==> config.mk <==
export PLATFORM = sky130hd
export DESIGN_NAME = decoder_scan_nx
export DESIGN_NICKNAME = d
export VERILOG_FILES = /design/src/rtl/decoder_pkg.sv /design/src/rtl/decoder_dwell_cnt.sv /design/src/rtl/decoder_scan_nx.sv
export SDC_FILE = /design/constraint.sdc
export NUM_CORES = 1
export LEC_CHECK = 0
export CORE_MARGIN = 2
export CORE_UTILIZATION = 48
export DETAILED_ROUTE_END_ITERATION = 6
export PLACE_DENSITY_LB_ADDON = 0.1
export SLEW_MARGIN = 30
export SYNTH_ARGS = -nofsm -noshare
export SYNTH_HDL_FRONTEND = slang
export SYNTH_SLANG_ARGS = --single-unit
==> constraint.sdc <==
create_clock -name clk -period 2.1 [get_ports clk]
set_input_delay 0.42 -clock clk [delete_from_list [all_inputs] [get_ports clk]]
set_output_delay 0.42 -clock clk [all_outputs]
set_load 0.02 [all_outputs]
==> src/rtl/decoder_pkg.sv <==
// Shared types for the one-hot decoder/scanner: FSM state encoding and mode values.
package decoder_pkg;

  typedef enum logic [1:0] {
    IDLE   = 2'd0,
    DIRECT = 2'd1,
    SCAN   = 2'd2
  } dec_state_t;

  localparam logic MODE_DIRECT = 1'b0;
  localparam logic MODE_SCAN   = 1'b1;

endpackage : decoder_pkg

==> src/rtl/decoder_dwell_cnt.sv <==
// Dwell down-counter for scan mode: loads a hold count, decrements, flags expiry at zero.
module decoder_dwell_cnt #(
  parameter int DWELL_W = 8
) (
  input  logic               clk,
  input  logic               rst,
  input  logic               i_load,
  input  logic [DWELL_W-1:0] i_load_val,
  input  logic               i_dec_en,
  output logic               o_expire
);

  logic [DWELL_W-1:0] r_cnt;

  // NOTE: sequential state uses non-blocking assignments so every flop samples pre-edge values.
  always_ff @(posedge clk or posedge rst) begin
    if (rst) begin
      r_cnt <= '0;
    end else if (i_load) begin
      r_cnt <= i_load_val;
    end else if (i_dec_en) begin
      r_cnt <= r_cnt - 1'b1;
    end
  end

  assign o_expire = (r_cnt == '0);

endmodule : decoder_dwell_cnt

==> src/rtl/decoder_scan_nx.sv <==
// Registered SEL_W-to-2^SEL_W one-hot decoder with autonomous scan mode.
// Define DECODER_ACTIVE_LOW_EN to drive y one-cold (bitwise inverse of the internal one-hot).
module decoder_scan_nx
  import decoder_pkg::*;
#(
  parameter int SEL_W   = 2,
  parameter int DWELL_W = 8
) (
  input  logic                  clk,
  input  logic                  rst,
  input  logic                  en,
  input  logic                  mode,
  input  logic [SEL_W-1:0]      sel,
  input  logic                  sel_valid,
  output logic                  sel_ready,
  input  logic [DWELL_W-1:0]    dwell,
  output logic [2**SEL_W-1:0]   y,
  output logic                  y_valid,
  output logic [SEL_W-1:0]      scan_idx,
  output logic                  scan_wrap
);

  localparam int OUT_W = 2**SEL_W;
  localparam logic [OUT_W-1:0] ONE = {{(OUT_W-1){1'b0}}, 1'b1};

  dec_state_t       r_state;
  dec_state_t       w_next_state;
  logic [OUT_W-1:0] r_y;
  logic             r_y_valid;
  logic [SEL_W-1:0] r_scan_idx;
  logic             r_scan_wrap;
  logic             w_handshake;
  logic             w_scan_entry;
  logic             w_scan_stay;
  logic             w_expire;
  logic             w_idx_last;

  assign sel_ready   = en & (mode == MODE_DIRECT);
  assign w_handshake = sel_valid & sel_ready;
  assign w_idx_last  = (r_scan_idx == {SEL_W{1'b1}});

  // NOTE: default first so every path assigns the next state and no latch is inferred.
  always_comb begin
    w_next_state = IDLE;
    if (en) begin
      w_next_state = (mode == MODE_SCAN) ? SCAN : DIRECT;
    end
  end

  assign w_scan_entry = (w_next_state == SCAN) && (r_state != SCAN);
  assign w_scan_stay  = (w_next_state == SCAN) && (r_state == SCAN);

  decoder_dwell_cnt #(.DWELL_W(DWELL_W)) u_dwell_cnt (
    .clk       (clk),
    .rst       (rst),
    .i_load    (w_scan_entry | (w_scan_stay & w_expire)),
    .i_load_val(dwell),
    .i_dec_en  (w_scan_stay & ~w_expire),
    .o_expire  (w_expire)
  );

  // Outputs are keyed on the next state so a mode change is visible one cycle later.
  always_ff @(posedge clk or posedge rst) begin
    if (rst) begin
      r_state     <= IDLE;
      r_y         <= '0;
      r_y_valid   <= 1'b0;
      r_scan_idx  <= '0;
      r_scan_wrap <= 1'b0;
    end else begin
      r_state     <= w_next_state;
      r_scan_wrap <= 1'b0;
      unique case (w_next_state)
        IDLE: begin
          r_y       <= '0;
          r_y_valid <= 1'b0;
        end
        DIRECT: begin
          if (w_handshake) begin
            r_y        <= ONE << sel;
            r_scan_idx <= sel;
            r_y_valid  <= 1'b1;
          end
        end
        SCAN: begin
          if (w_scan_entry) begin
            r_y        <= ONE;
            r_scan_idx <= '0;
            r_y_valid  <= 1'b1;
          end else if (w_expire) begin
            r_y         <= {r_y[OUT_W-2:0], r_y[OUT_W-1]};
            r_scan_idx  <= r_scan_idx + 1'b1;
            r_scan_wrap <= w_idx_last;
          end
        end
        default: begin
          r_y       <= '0;
          r_y_valid <= 1'b0;
        end
      endcase
    end
  end

`ifdef DECODER_ACTIVE_LOW_EN
  assign y = ~r_y;
`else
  assign y = r_y;
`endif

  assign y_valid   = r_y_valid;
  assign scan_idx  = r_scan_idx;
  assign scan_wrap = r_scan_wrap;

endmodule : decoder_scan_nx

# Yosys cells after proc, flatten, opt, wreduce, memory -nomap -nowiden
# Cells that the tools add are included.
word_totals:
  latchBits: 0
  ramBits: 0
  out_inout_bits: 9
  elab_cells: 50
  n_memories: 0
  reg_bits: 18
  rom_bits: 0
classes:
  bitwise_logic: 7
  n_mul: 0
  div_mod_pow: 0
  n_shift: 1
  muxes: 18
  n_eq_ne: 8
  order_cmp: 0
  addsub: 2
  reduce_logical: 8
op_table:
  columns: ["cell", "count"]
  rows:
  - ["$mux W8", 2]
  - ["$mux W4", 3]
  - ["$mux W2", 5]
  - ["$logic_not A8 Y1", 1]
  - ["$pmux W4 S2", 1]
  - ["$sub A8 B1 Y8 const B", 1]
  - ["$eq A2 B2 Y1 const B", 3]
  - ["$ne A2 B2 Y1 const B", 3]
  - ["$mux W1", 5]
  - ["$and A1 B1 Y1", 4]
  - ["$pmux W2 S2", 1]
  - ["$reduce_and A2 Y1", 2]
  - ["$reduce_bool A2 Y1", 2]
  - ["$shl A1 B2 Y4 const A", 1]
  - ["$ne A3 B3 Y1 const B", 1]
  - ["$reduce_and A3 Y1", 1]
  - ["$add A2 B1 Y2 const B", 1]
  - ["$eq A2 B1 Y1 const B", 1]
  - ["$logic_and A1 B1 Y1", 2]
  - ["$not A1 Y1", 2]
  - ["$pmux W1 S2", 1]
  - ["$or A1 B1 Y1", 1]

# Longest topological paths before layout
depth:
  word_depth: 7
  mapped_depth: 6
  ltp_nobuf: 6

# Cells and area by module
# From an unflattened synthesis, not the netlist that was laid out.
hier_totals:
  hier_cells: 102
  hier_area_um2: 1008.5
by_module_without_submodules:
  columns: ["module", "cells_per_inst", "area_each_um2", "n_inst"]
  rows:
  - ["decoder_scan_nx", 47, 521.8, 1]
  - ["decoder_dwell_cnt", 55, 486.7, 1]

# Least setup slack after synthesis
# Ideal clock, no wire load.
synth_path:
  kind: "reg2reg"
  start: "register u_dwell_cnt.r_cnt[0]"
  end: "register r_scan_idx[0] (netlist: scan_idx[0])"
  stages_incl_launch_ff: 7
  n_path_buf: 0
  path_slack_ns: 0.221
  synth_period_minus_slack_ns: 1.879
  required_time_ns: 1.975
  setup_ns: 0.125
  t_arrival_ns: 1.754
  path_cell_list: "dfrtp_1 inv_1 ha_1 nor3b_1 a21oi_2 nor3b_2 mux2_2"
synth_between:
  elab_chain_len: 3
synth_lines:
  columns: ["item", "line", "text"]
  rows:
  - ["start: declaration", "decoder_dwell_cnt.sv:13", "logic [DWELL_W-1:0] r_cnt;"]
  - ["start signal: assignment", "decoder_dwell_cnt.sv:20", "r_cnt <= i_load_val;"]
  - ["start signal: assignment", "decoder_dwell_cnt.sv:22", "r_cnt <= r_cnt - 1'b1;"]
  - ["$logic_not A8 Y1", "decoder_dwell_cnt.sv:26", "assign o_expire = (r_cnt == '0);"]
  - ["$ne A3 B3 Y1 (no line)", null, null]
  - ["$reduce_and A3 Y1 (no line)", null, null]
  - ["end signal: assignment", "decoder_scan_nx.sv:81", "r_scan_idx <= sel;"]
  - ["end signal: assignment", "decoder_scan_nx.sv:92", "r_scan_idx <= r_scan_idx + 1'b1;"]
  - ["end: declaration", "decoder_scan_nx.sv:30", "logic [SEL_W-1:0] r_scan_idx;"]
# No other way between the ends.
# A chain may end at the register's enable or synchronous reset.

# Final worst setup path
layout_path:
  start: "register u_dwell_cnt.r_cnt[0]"
  end: "register r_scan_idx[1] (netlist: scan_idx[1])"
# The elaborated chain is that of the path after synthesis.

==> results by group <==
Status
  • Status: completed

Die
  • Die width: around 50 um
  • Die area: roughly 0.0026 mm^2
  • I/O Pins: 24
  • Total core area: between 0.002 and 0.0025 mm^2
  • Site row count: 16
  • Initial Util: roughly half
  • Die Ht: about 51 um

Setup path
  • Worst Path Arrival: 2.09 ns
  • Critical Path Sink Type: flop
  • Worst stage delay on the critical path: between 0.4 and 0.5 ns
  • R2R depth: 6
  • Startpoint types: flop
  • Crit path max-delay family: simple AND/OR/NAND/NOR gates
  • Critical Path Start: u_dwell_cnt.r_cnt[0]
  • Slowest-stage cell, CP: dfrtp_1
  • FF-to-FF Start: u_dwell_cnt.r_cnt[0]
  • CP Class: flop to flop
  • WP data required: between 2 and 2.5 ns
  • Critical-path maximum fanout: 5
  • Crit path cell chain: inv_1, ha_1, nor3b_1, a21oi_2, nor3b_2, mux2_2
  • Worst Path Buf+Inv: 1
  • Crit. path cell count: 6

Routing
  • Drt pass-1 iters: 4
  • Drt total wl: 2.517 mm
  • Post-route ant nets: 0
  • # DRC: 0
  • DR vias: 958
  • Via-per-instance ratio: roughly 5.7
  • Wire length per cell: roughly 15 um
  • Iter 0 DRT Violations: 29

STA
  • Fin crit share: 90.73%
  • Worst slew pin tran: around 0.34 ns
  • Final Hold Vio Count: 0
  • Setup TNS: 0 ns
  • Setup violations, final: 0
  • Unrepaired setup endpoints after global routing: no
  • Slew Viols, Final: 0
  • Clk_skew: between 0.0015 and 0.002 ns
  • Max Fclk: 524.9 MHz
  • Final setup margin: just under 0.2 ns
  • Minimum clock period after layout: 1.905 ns
  • Worst slew margin: between 70% and 80%

Global routing
  • First-pass GRT wire length: 4.450 mm
  • Initial antenna violation count: 0
  • Largest net degree at the start of global routing: 19
  • Number of global-route vias before repair: between 900 and 1k
  • Tot GR Track Use: between 20 and 25%
  • Grt total ovfl: 0

Synth
  • Ys async rst share: 100.0%
  • Synthesized area per cell: slightly below 10 um^2
  • Post-Synthesis Cells: ~110
  • Number of flops mapped to enable cells by yosys: 0
  • Yosys warns: 0
  • Register area share after synthesis: a little over two fifths
  • Net count after synthesis: around 130
  • Post-Syn Area: roughly 0.0010 mm^2
  • #FFs+latches synth: 18
  • Synth Flop Type: dfrtp_1
  • Synth cell types: 37

Layout
  • Most frequent cells in the layout: 22 x clkdlybuf4s50_1, 18 x dfrtp_1, 11 x buf_4
  • Most common cell after layout, fill and taps aside: clkdlybuf4s50_1
  • Non-Filler Instances: 167
  • Fin area: around 0.0014 mm^2
  • Nets: 160
  • Fillers: roughly 160
  • Final core utilization: 69.50%
  • Layout cells sized above 1: ~18%
  • ANT cells: 0
  • Area grow syn2layout: 33.81%

CTS
  • Clock buffer depth: 2
  • Worst-path clk slew: around 0.11 ns
  • CTS tree: yes
  • CTS sink cnt: 18
  • Worst-skew pair later-pin latency: slightly below 0.3 ns
  • CTS root buffer: clkbuf_4
  • H-tree Lvls: 1
  • Cts bufs inserted: 3

Placed design
  • Placer Congestion: between 0.8 and 0.9
  • Dpl cell area: approximately 0.0014 mm^2
  • Detailed Place HPWL: 1.911 mm
  • Dpl cells: 164
  • PortBufs: 23
  • Dpl ws: -0.006574 ns

Flow run
  • Max-cap check violation count: 0

Pwr
  • Pwr/cell area: 607.3 mW/mm^2
  • Cell leakage power: 0.6064 nW
  • Max VDD drop: 0.4045 mV

Worst hold path
  • Worst Hold Class: input port to asynchronous set/reset pin
-- area by class of cell --
cell class / instances / area (um^2) / share of cell area, %
clock buffer: 3 / 22.52 / 1.619
inverter: 6 / 22.52 / 1.619
timing repair buffer: 34 / 311.5 / 22.39
tap: 27 / 33.78 / 2.428
multi-input combinational: 79 / 550.5 / 39.57
sequential: 18 / 450.4 / 32.37
-- flip-flops by register name (all words and copies together) (netlist names) --
signal	count
u_dwell_cnt.r_cnt	8
r_state	2
y_valid	1
scan_idx	2
scan_wrap	1
y	4
-- through the flow --
| stage | power, mW | hold slack [ns] |
|---|---|---|
| after floorplan | 0.5651 | 0.3586 |
| after detailed placement | 0.6738 | 0.4863 |
| after global placement | 0.6635 | 0.4800 |
| after CTS | 0.8472 | 0.4463 |
| final | 0.8449 | 0.4444 |
| after global routing | 0.8934 | 0.4902 |
-- cells by family after synthesis --
group | Yosys count | share of synthesized area (%)
buffers and inverters | 10 | 3.730
adders and majority gates | 3 | 3.610
DFF | 18 | 43.32
AOI/OAI and AO/OA | 29 | 18.77
muxes | 6 | 6.498
and+or+nand+nor | 41 | 24.07
-- metal layers --
metal	wire (um)	vias to the layer above	global-route usage, %
li1	-	467	-
met1	1185	454	33.72
met2	1170	31	34.65
met3	134	6	4.167
met4	27	0	7.207
met5	0	-	0
-- where the power goes --
part           internal, mW  switching (mW)
combinational         0.122           0.112
sequential            0.385          0.0485
clock                0.0667           0.110
total                 0.575           0.270
-- synthesized netlist by cell type, types with 2 or more instances --
cell        n  share of area (%)
a21oi_1     7                3.4
nand3_1     4                1.9
nand4_1     3                1.8
nor2b_1     4                2.4
a211oi_1    2                1.4
dfrtp_1    18                 43
nand2_1    10                3.6
a2bb2oi_1   2                1.7
or3_1       2                1.2
clkbuf_1    3                1.1
ha_1        3                3.6
mux2_2      6                6.5
o21ai_0     7                3.4
a21oi_2     2                1.7
nor3b_1     2                1.4
nor3_1      4                1.9
inv_1       6                2.2
nor2_1      3                1.1
-- worst paths after layout --
kind | endpoint | slack, ns
setup / recovery | scan_idx[1] | 0.19
hold / removal | u_dwell_cnt.r_cnt[3] | 0.44
min in group clk | y_valid | 0.52
hold reg to reg | y_valid | 0.52
setup reg to reg | scan_idx[1] | 0.19
max in group asynchronous | r_state[0] | 1.46
-- what timing repair did --
item,CTS,global route
hold buffers,0,0
setup endpoints to repair,1,0
gates resized for setup,1,0
setup buffers,0,0
-- worst min-delay path, stage by stage --
cell and delay, ns:
clkdlybuf4s50_1 0.40, inv_1 0.06, buf_4 0.25
No activity file was read; power rests on OpenSTA's default activity.
